==> src/rtl/mult_pkg.sv <==
// Shared constants and state encoding for the sequential shift-add multiplier.
package mult_pkg;

    localparam int unsigned DEF_WIDTH = 8;
    localparam int unsigned DEF_CNT_W = 4;

    typedef enum logic [1:0] {
        IDLE = 2'b00,
        CALC = 2'b01,
        DONE = 2'b10
    } state_t;

endpackage

==> src/rtl/mult_seq_8bits_if.sv <==
// Operand/result bundle between the multiplier and its requester.
interface mult_seq_8bits_if #(
    parameter int unsigned WIDTH = mult_pkg::DEF_WIDTH
);
    logic             start;
    logic [WIDTH-1:0] A;
    logic [WIDTH-1:0] B;
    logic [WIDTH-1:0] S;
    logic             ov_mult;
    logic             busy;
    logic             done;

    modport master (output start, A, B, input S, ov_mult, busy, done);
    modport slave  (input start, A, B, output S, ov_mult, busy, done);
endinterface

==> src/rtl/mult_datapath.sv <==
// Shift-add datapath: operand shifters, product accumulator and iteration counter.
module mult_datapath
    import mult_pkg::*;
#(
    parameter int unsigned WIDTH = DEF_WIDTH,
    parameter int unsigned CNT_W = DEF_CNT_W
) (
    input  logic               clk,
    input  logic               rst_n,
    input  logic               i_load,
    input  logic               i_step,
    input  logic [WIDTH-1:0]   i_a,
    input  logic [WIDTH-1:0]   i_b,
    output logic [2*WIDTH-1:0] o_prod_next_c,
    output logic               o_last_c
);

    localparam int unsigned PW = 2 * WIDTH;

    logic [PW-1:0]    r_a;
    logic [WIDTH-1:0] r_b;
    logic [PW-1:0]    r_prod;
    logic [CNT_W-1:0] r_cnt;
    logic [PW-1:0]    w_prod_next;

    // Product including this iteration's partial term; the top samples it on the last step.
    assign w_prod_next   = r_b[0] ? (r_prod + r_a) : r_prod;
    assign o_prod_next_c = w_prod_next;
    assign o_last_c      = (r_cnt == CNT_W'(WIDTH - 1));

    always_ff @(posedge clk or negedge rst_n) begin
        if (!rst_n) begin
            r_a    <= '0;
            r_b    <= '0;
            r_prod <= '0;
            r_cnt  <= '0;
        end else if (i_load) begin
            r_a    <= PW'(i_a);
            r_b    <= i_b;
            r_prod <= '0;
            r_cnt  <= '0;
        end else if (i_step) begin
            r_prod <= w_prod_next;
            r_a    <= r_a << 1;
            r_b    <= r_b >> 1;
            r_cnt  <= r_cnt + CNT_W'(1);
        end
    end

endmodule

==> src/rtl/mult_seq_8bits.sv <==
// Sequential unsigned multiplier: FSM plus the held result/overflow registers feeding the ALU.
module mult_seq_8bits
    import mult_pkg::*;
#(
    parameter int unsigned WIDTH = DEF_WIDTH,
    parameter int unsigned CNT_W = DEF_CNT_W
) (
    input  logic                   clk,
    input  logic                   rst_n,
    mult_seq_8bits_if.slave        bus
);

    state_t             r_state;
    logic [WIDTH-1:0]   r_s;
    logic               r_ov;
    logic               w_load;
    logic               w_step;
    logic               w_last;
    logic [2*WIDTH-1:0] w_prod_next;

    assign w_load = (r_state == IDLE) && bus.start;
    assign w_step = (r_state == CALC);

    mult_datapath #(
        .WIDTH (WIDTH),
        .CNT_W (CNT_W)
    ) u_dp (
        .clk           (clk),
        .rst_n         (rst_n),
        .i_load        (w_load),
        .i_step        (w_step),
        .i_a           (bus.A),
        .i_b           (bus.B),
        .o_prod_next_c (w_prod_next),
        .o_last_c      (w_last)
    );

    // Result registers move only on the CALC->DONE edge and hold otherwise.
    always_ff @(posedge clk or negedge rst_n) begin
        if (!rst_n) begin
            r_state <= IDLE;
            r_s     <= '0;
            r_ov    <= 1'b0;
        end else begin
            case (r_state)
                IDLE: if (bus.start) r_state <= CALC;
                CALC: if (w_last) begin
                    r_s     <= w_prod_next[WIDTH-1:0];
                    r_ov    <= |w_prod_next[2*WIDTH-1:WIDTH];
                    r_state <= DONE;
                end
                DONE:    r_state <= IDLE;
                default: r_state <= IDLE;
            endcase
        end
    end

    assign bus.S       = r_s;
    assign bus.ov_mult = r_ov;
    assign bus.busy    = (r_state == CALC);
    assign bus.done    = (r_state == DONE);

endmodule
==> src/flat_wrapper.sv <==
// flat-port wrapper written by rule: the top's interface ports become plain ports
module mult_seq_8bits_flat import mult_pkg::*;
#(
    parameter int unsigned WIDTH = DEF_WIDTH,
    parameter int unsigned CNT_W = DEF_CNT_W
)
  (clk, rst_n, bus_start, bus_A, bus_B, bus_S, bus_ov_mult, bus_busy, bus_done);
  mult_seq_8bits_if #(.WIDTH(WIDTH)) bus_i ();
  input  logic clk;
  input  logic rst_n;
  input wire logic [$bits(bus_i.start)-1:0] bus_start;
  input wire logic [$bits(bus_i.A)-1:0] bus_A;
  input wire logic [$bits(bus_i.B)-1:0] bus_B;
  output wire logic [$bits(bus_i.S)-1:0] bus_S;
  output wire logic [$bits(bus_i.ov_mult)-1:0] bus_ov_mult;
  output wire logic [$bits(bus_i.busy)-1:0] bus_busy;
  output wire logic [$bits(bus_i.done)-1:0] bus_done;
  assign bus_i.start = bus_start;
  assign bus_i.A = bus_A;
  assign bus_i.B = bus_B;
  assign bus_S = bus_i.S;
  assign bus_ov_mult = bus_i.ov_mult;
  assign bus_busy = bus_i.busy;
  assign bus_done = bus_i.done;
  mult_seq_8bits #(.WIDTH(WIDTH), .CNT_W(CNT_W)) u_core (.clk(clk), .rst_n(rst_n), .bus(bus_i));
endmodule
==> config.mk <==
export PLATFORM = sky130hd
export DESIGN_NAME = mult_seq_8bits_flat
export DESIGN_NICKNAME = d
export VERILOG_FILES = /design/src/rtl/mult_pkg.sv /design/src/rtl/mult_seq_8bits_if.sv /design/src/rtl/mult_datapath.sv /design/src/rtl/mult_seq_8bits.sv /design/src/flat_wrapper.sv
export SDC_FILE = /design/constraint.sdc
export NUM_CORES = 1
export LEC_CHECK = 0
export ABC_AREA = 1
export CORE_MARGIN = 2
export CORE_UTILIZATION = 58
export DETAILED_ROUTE_END_ITERATION = 7
export MAX_ROUTING_LAYER = met4
export PLACE_DENSITY = 0.82
export SLEW_MARGIN = 20
export SYNTH_ARGS = -nofsm -noshare
export SYNTH_HDL_FRONTEND = slang
export SYNTH_HIERARCHICAL = 1
export SYNTH_SLANG_ARGS = --single-unit
==> constraint.sdc <==
create_clock -name clk -period 2.87 [get_ports clk]
set_clock_uncertainty 0.15 [all_clocks]
set_input_delay 0.4305 -clock clk [delete_from_list [all_inputs] [get_ports clk]]
set_output_delay 0.4305 -clock clk [all_outputs]
set_load 0.05 [all_outputs]
Yosys cells after proc, flatten, opt, wreduce, memory -nomap -nowiden. Index checks and enable logic that the tools add are counted.

Memory bits (writable): 0. Input bits: 19. Output and inout port bits: 11. Register bits after elaboration: 55. Bits in latches: 0. ROM bits: 0. Memories kept: 0.

Equal/unequal tests: 5. Multiply operators: 0. Div/mod/pow operators: 0. Shift operators: 0. Add/sub/neg operators: 2. Bitwise operators: 0. Order comparisons: 0. Reduce and logical (&&, ||, !) cells: 6. Mux-type cells: 12.

Operator list (number): two-way mux 16 bit (5); adder 16 bit (1); two-way mux 8 bit (2); two-way mux 4 bit (2); OR reduction 8 bit (1); adder 4 x 1 -> 4 bit, second input constant (1); == test 4 x 3 -> 1 bit, second input constant (1); two-way mux 2 bit (2); one-hot mux 2 bit (2 select lines) (1); AND reduction 2 bit (2); == test 2 x 1 -> 1 bit, second input constant (1); == test 2 bit, second input constant (1); logical NOT 2 bit (1); inequality test 2 x 1 -> 1 bit, second input constant (1); inequality test 2 bit, second input constant (1); nonzero test 2 bit (1); logical AND 1 bit (1).

Logic depth before layout (Yosys ltp).
Depth in word-level cells: 4. Gate-level depth with buffers: 15.

Modules after synthesis. Netlist, hierarchy kept.

Modules (own cells, without submodules): mult_datapath (instances 1, area an instance 2855.2 sq um, cells an instance 395); mult_seq_8bits (instances 1, area an instance 471.7 sq um, cells an instance 56).

Worst setup path after synthesis. Ideal clock, no wire load.

Kind: register to register. From: register u_core.u_dp.r_a[0]. To: register u_core.r_ov, in the netlist u_core/bus.ov_mult. Required time: 2.601 ns. Stages on the path, launching flop included: 16. Period minus slack after synthesis: 2.185 ns. Setup time: 0.119 ns. Arrival time: 1.916 ns. Setup slack: 0.685 ns. Cell sequence: dfrtp_1 ha_1 fa_1 nand2_1 nand2_1 nand3b_1 nand2_2 nand2_1 nand2_1 nand2_1 nand3_1 and2_1 nor2_1 nand2_1 o21ai_2 nand2_1.

Longest elaborated chain between the ends: 3.

Ends and longest elaborated chain: from (decl) (line mult_datapath.sv:20) `logic [PW-1:0] r_a;`; from (signal assigned) (line mult_datapath.sv:38) `r_a <= PW'(i_a);`; from (signal assigned) (line mult_datapath.sv:44) `r_a <= r_a << 1;`; adder 16 bit (line mult_datapath.sv:27) `assign w_prod_next = r_b[0] ? (r_prod + r_a) : r_prod;`; two-way mux 16 bit (line mult_datapath.sv:27); named net u_core.w_prod_next[14] (line mult_seq_8bits.sv:19) `logic [2*WIDTH-1:0] w_prod_next;`; OR reduction 8 bit (line mult_seq_8bits.sv:49) `r_ov <= |w_prod_next[2*WIDTH-1:WIDTH];`; to (signal assigned) (line mult_seq_8bits.sv:49); to (decl) (line mult_seq_8bits.sv:15) `logic r_ov;`.

The timed path passes the listed nets, and every way through them passes these cells. A chain may end at the register's enable or synchronous reset.

Worst setup path in the final report. Same ends and word-level chain as after synthesis.

==> reports/qor.txt <==
Number of core rows: 27
Area added between synthesis and finish: 13.8%
Post-CTS Setup Bufs: 0
Kind of end point of the critical path: flop
Maximum number of pins on one net before global-route repair: 35
Clock root buffer master: sky130_fd_sc_hd__clkbuf_8
Die ar.: 6360 um^2
Min-Delay Path Class: flop to flop
Clk slew on worst S/H paths: 0.11 ns
Detailed Route WL: 7460 um
Global router's overall resource usage: 0.273
Reg-to-reg slack, setup: 0.24 ns
Clk sink count: 55
Final HPWL DP: 5610 um
Remaining max-slew budget at the tightest pin: 0.512
Number of library cell types mapped by synthesis: 27
Standard cell core area: 5510 um^2
Clk network pwr share: 0.106
Antenna-violating nets left: 0
Die extent in y: 79.7 um
Worst flop-to-flop path startpoint: u_core/u_dp/r_a[0]
Setup repair after global routing missed its margin: false
Per-instance average area after synthesis: 7.38 um^2
Worst skew pair latency: 0.32 ns
Worst Reg2Reg Path Length in Cells: 15
Biggest area contributors in the synthesized netlist: sky130_fd_sc_hd__dfrtp_1 41%, sky130_fd_sc_hd__nand2_1 18%, sky130_fd_sc_hd__inv_1 6.4%
Max H-tree Level: 2
Arr. time, crit path: 2.69 ns
Critical path required time: 2.93 ns
Post-synth top area cell: sky130_fd_sc_hd__dfrtp_1
Share of layout cells above drive strength 1: 0.0769
Weighted congestion at the end of routability-driven global placement: 0.928
# resized after CTS: 0
Global-route wire length before repair: 13,100 um
Worst setup path category: flop to flop
Sw power: 2.20 mW
Leakage power: 1.97 nW
Most common cell in the synthesized netlist: sky130_fd_sc_hd__nand2_1
Top-level I/O count: 30
Time the final worst path needs with I/O delays and setup: 2.63 ns
Inserted Clock Buffers: 5
Mean routed wirelength per cell: 13.5 um
Top cell type's share of synthesized area: 0.414
Logic pwr share: 0.586
Fin util: 0.687
Peak supply drop: 0.000723 V
Startpoint of the most critical setup path: u_core/u_dp/r_a[0]
DR DRC count: 0
Number of violations reported at the end of detailed-routing iteration 0: 166
Number of synthesized flops with an enable pin: 0
Crit-path max FO: 3
Vias: 2,943
Crit path to: u_core/bus.ov_mult
Sequential share of the synthesized area: 0.414
Number of pins exceeding their max-slew limit in the final report: 0
Maximum achievable frequency: 380 MHz
Pin slew with the least headroom to its limit: 0.731 ns
Reg-to-reg endpoint: u_core/bus.ov_mult
Net count of the mapped netlist: 487
Total iterations of the first detailed-routing run: 5
Synth Cell Area: 3330 um^2
Diodes inserted: 0
Net switching fraction of the power: 0.498
Design internal power: 2.22 mW
Final total negative setup slack: 0 ns
Antenna violations before repair: 0
List of most frequent post-synthesis cells: 158 x sky130_fd_sc_hd__nand2_1, 57 x sky130_fd_sc_hd__inv_1, 55 x sky130_fd_sc_hd__dfrtp_1, 29 x sky130_fd_sc_hd__nor2_1, 26 x sky130_fd_sc_hd__nand3_1
Number of nets in the layout: 516
Vias in the first global route: 2,858
Starting utilization of the core area: 0.604
Share of flip-flops with an asynchronous set or reset after synthesis: 1.00
Hold bufs inserted after CTS: 1
Number of standard cells after synthesis: 451
Finish-stage setup viols: 0
Number of port buffers: 29
Crit share post-route: 0.916
Prevailing post-synth register cell: sky130_fd_sc_hd__dfrtp_1
Power share of the sequential group: 0.308
Grt ovf: 0
Number of hold-slack violations in the final timing report: 0
Reported max-cap violation count: 0
Maximum count of clock buffers along a single path: 2
Outcome: complete, no violations
Width of the die: 79.7 um
Worst Setup Start Kind: flop
TritonCTS clock tree: yes
Number of synthesis warnings: 6
Register bit count reported by yosys: 55
Power per cell area: 1170 nW/um^2
Ratio of routed vias to standard cells: 5.32
[kinds of logic (layout without fill, tap and decap cells)]
family,after synthesis,in the layout,share of synthesized area
flops,55,55,0.414
buf+inv,72,102,0.0865
compound gates,55,55,0.100
simple gates,245,245,0.315
xor+xnor,7,7,0.0184
fa+ha+maj,17,17,0.0662
[flip-flops by register name, indices dropped and copies added (netlist names)]
name                cells
u_core/bus.ov_mult      1
u_core/u_dp/r_cnt       4
u_core/u_dp/r_b         8
u_core/r_state          2
u_core/u_dp/r_prod     16
u_core/bus.S            8
u_core/u_dp/r_a        16
[per-stage QoR]
step                      instances  power [mW]  hold slack, ns  instance area (um^2)  setup slack, ns
after global routing            553        4.82           0.353                  3780           0.0956
after CTS                       553        4.41           0.333                  3780            0.281
after global placement          544        3.82           0.289                  3680            0.360
final                           553        4.42           0.333                  3780            0.241
after floorplan                 451        3.30         -0.0151                  3330            0.685
after detailed placement        544        3.93           0.294                  3680            0.314
[worst min-delay path by stage]
stage,depth (start not counted),startpoint,endpoint
global route,2,u_core/bus.S[6],u_core/bus.S[6]
detailed placement,1,rst_n,u_core/bus.S[3]
global placement,1,rst_n,u_core/bus.S[4]
floorplan,0,rst_n,u_core/bus.S[0]
finish,2,u_core/bus.S[7],u_core/bus.S[7]
CTS,2,u_core/bus.S[6],u_core/bus.S[6]
[placed cells by master (no fill, tap or decap), types with 10 or more instances in the layout]
cell type and count:
sky130_fd_sc_hd__nand3_1 26, sky130_fd_sc_hd__and2_1 10, sky130_fd_sc_hd__o21ai_0 15, sky130_fd_sc_hd__nand2_1 158, sky130_fd_sc_hd__clkdlybuf4s50_1 28, sky130_fd_sc_hd__ha_1 16, sky130_fd_sc_hd__dfrtp_1 55, sky130_fd_sc_hd__nor2_1 29
sky130_fd_sc_hd__inv_1 57, sky130_fd_sc_hd__o22ai_1 11, sky130_fd_sc_hd__a21oi_1 13
[worst max-delay path, stage by stage (launching register included)]
cell	delay, ns
sky130_fd_sc_hd__dfrtp_1	0.41
sky130_fd_sc_hd__ha_1	0.24
sky130_fd_sc_hd__fa_1	0.45
sky130_fd_sc_hd__nand3_1	0.11
sky130_fd_sc_hd__nand2_1	0.09
sky130_fd_sc_hd__nand2_1	0.07
sky130_fd_sc_hd__nand2_1	0.08
sky130_fd_sc_hd__nand2_1	0.10
sky130_fd_sc_hd__nand2_1	0.06
sky130_fd_sc_hd__nand2_1	0.05
sky130_fd_sc_hd__nand3_1	0.07
sky130_fd_sc_hd__and2_1	0.17
sky130_fd_sc_hd__nor2_1	0.16
sky130_fd_sc_hd__nand2_1	0.12
sky130_fd_sc_hd__o21ai_2	0.14
sky130_fd_sc_hd__nand2_1	0.06
[per-layer routing]
metal / wire (um) / GRT usage / up-vias
li1: - / - / 1478
met1: 3390 / 0.361 / 1351
met2: 3510 / 0.439 / 96
met3: 422 / 0.0441 / 18
met5: 0 / - / -
met4: 130 / 0.0831 / 0
[power by group through the flow]
stage | logic [mW] | clock network [mW] | registers, mW
final | 2.59 | 0.467 | 1.36
after global routing | 2.90 | 0.511 | 1.40
after CTS | 2.58 | 0.475 | 1.36
after detailed placement | 2.56 | 0 | 1.37
after global placement | 2.46 | 0 | 1.36
after floorplan | 1.84 | 0 | 1.46
[area by class of cell]
type	instances	area [um^2]
fill	460	1720
multi-input combinational	324	1660
sequential	55	1380
timing repair buffer	33	330
inverter	61	229
tap	72	90.1
clock buffer	5	68.8
clock inverter	3	27.5
Note: power is estimated with default switching activity, not from simulation.
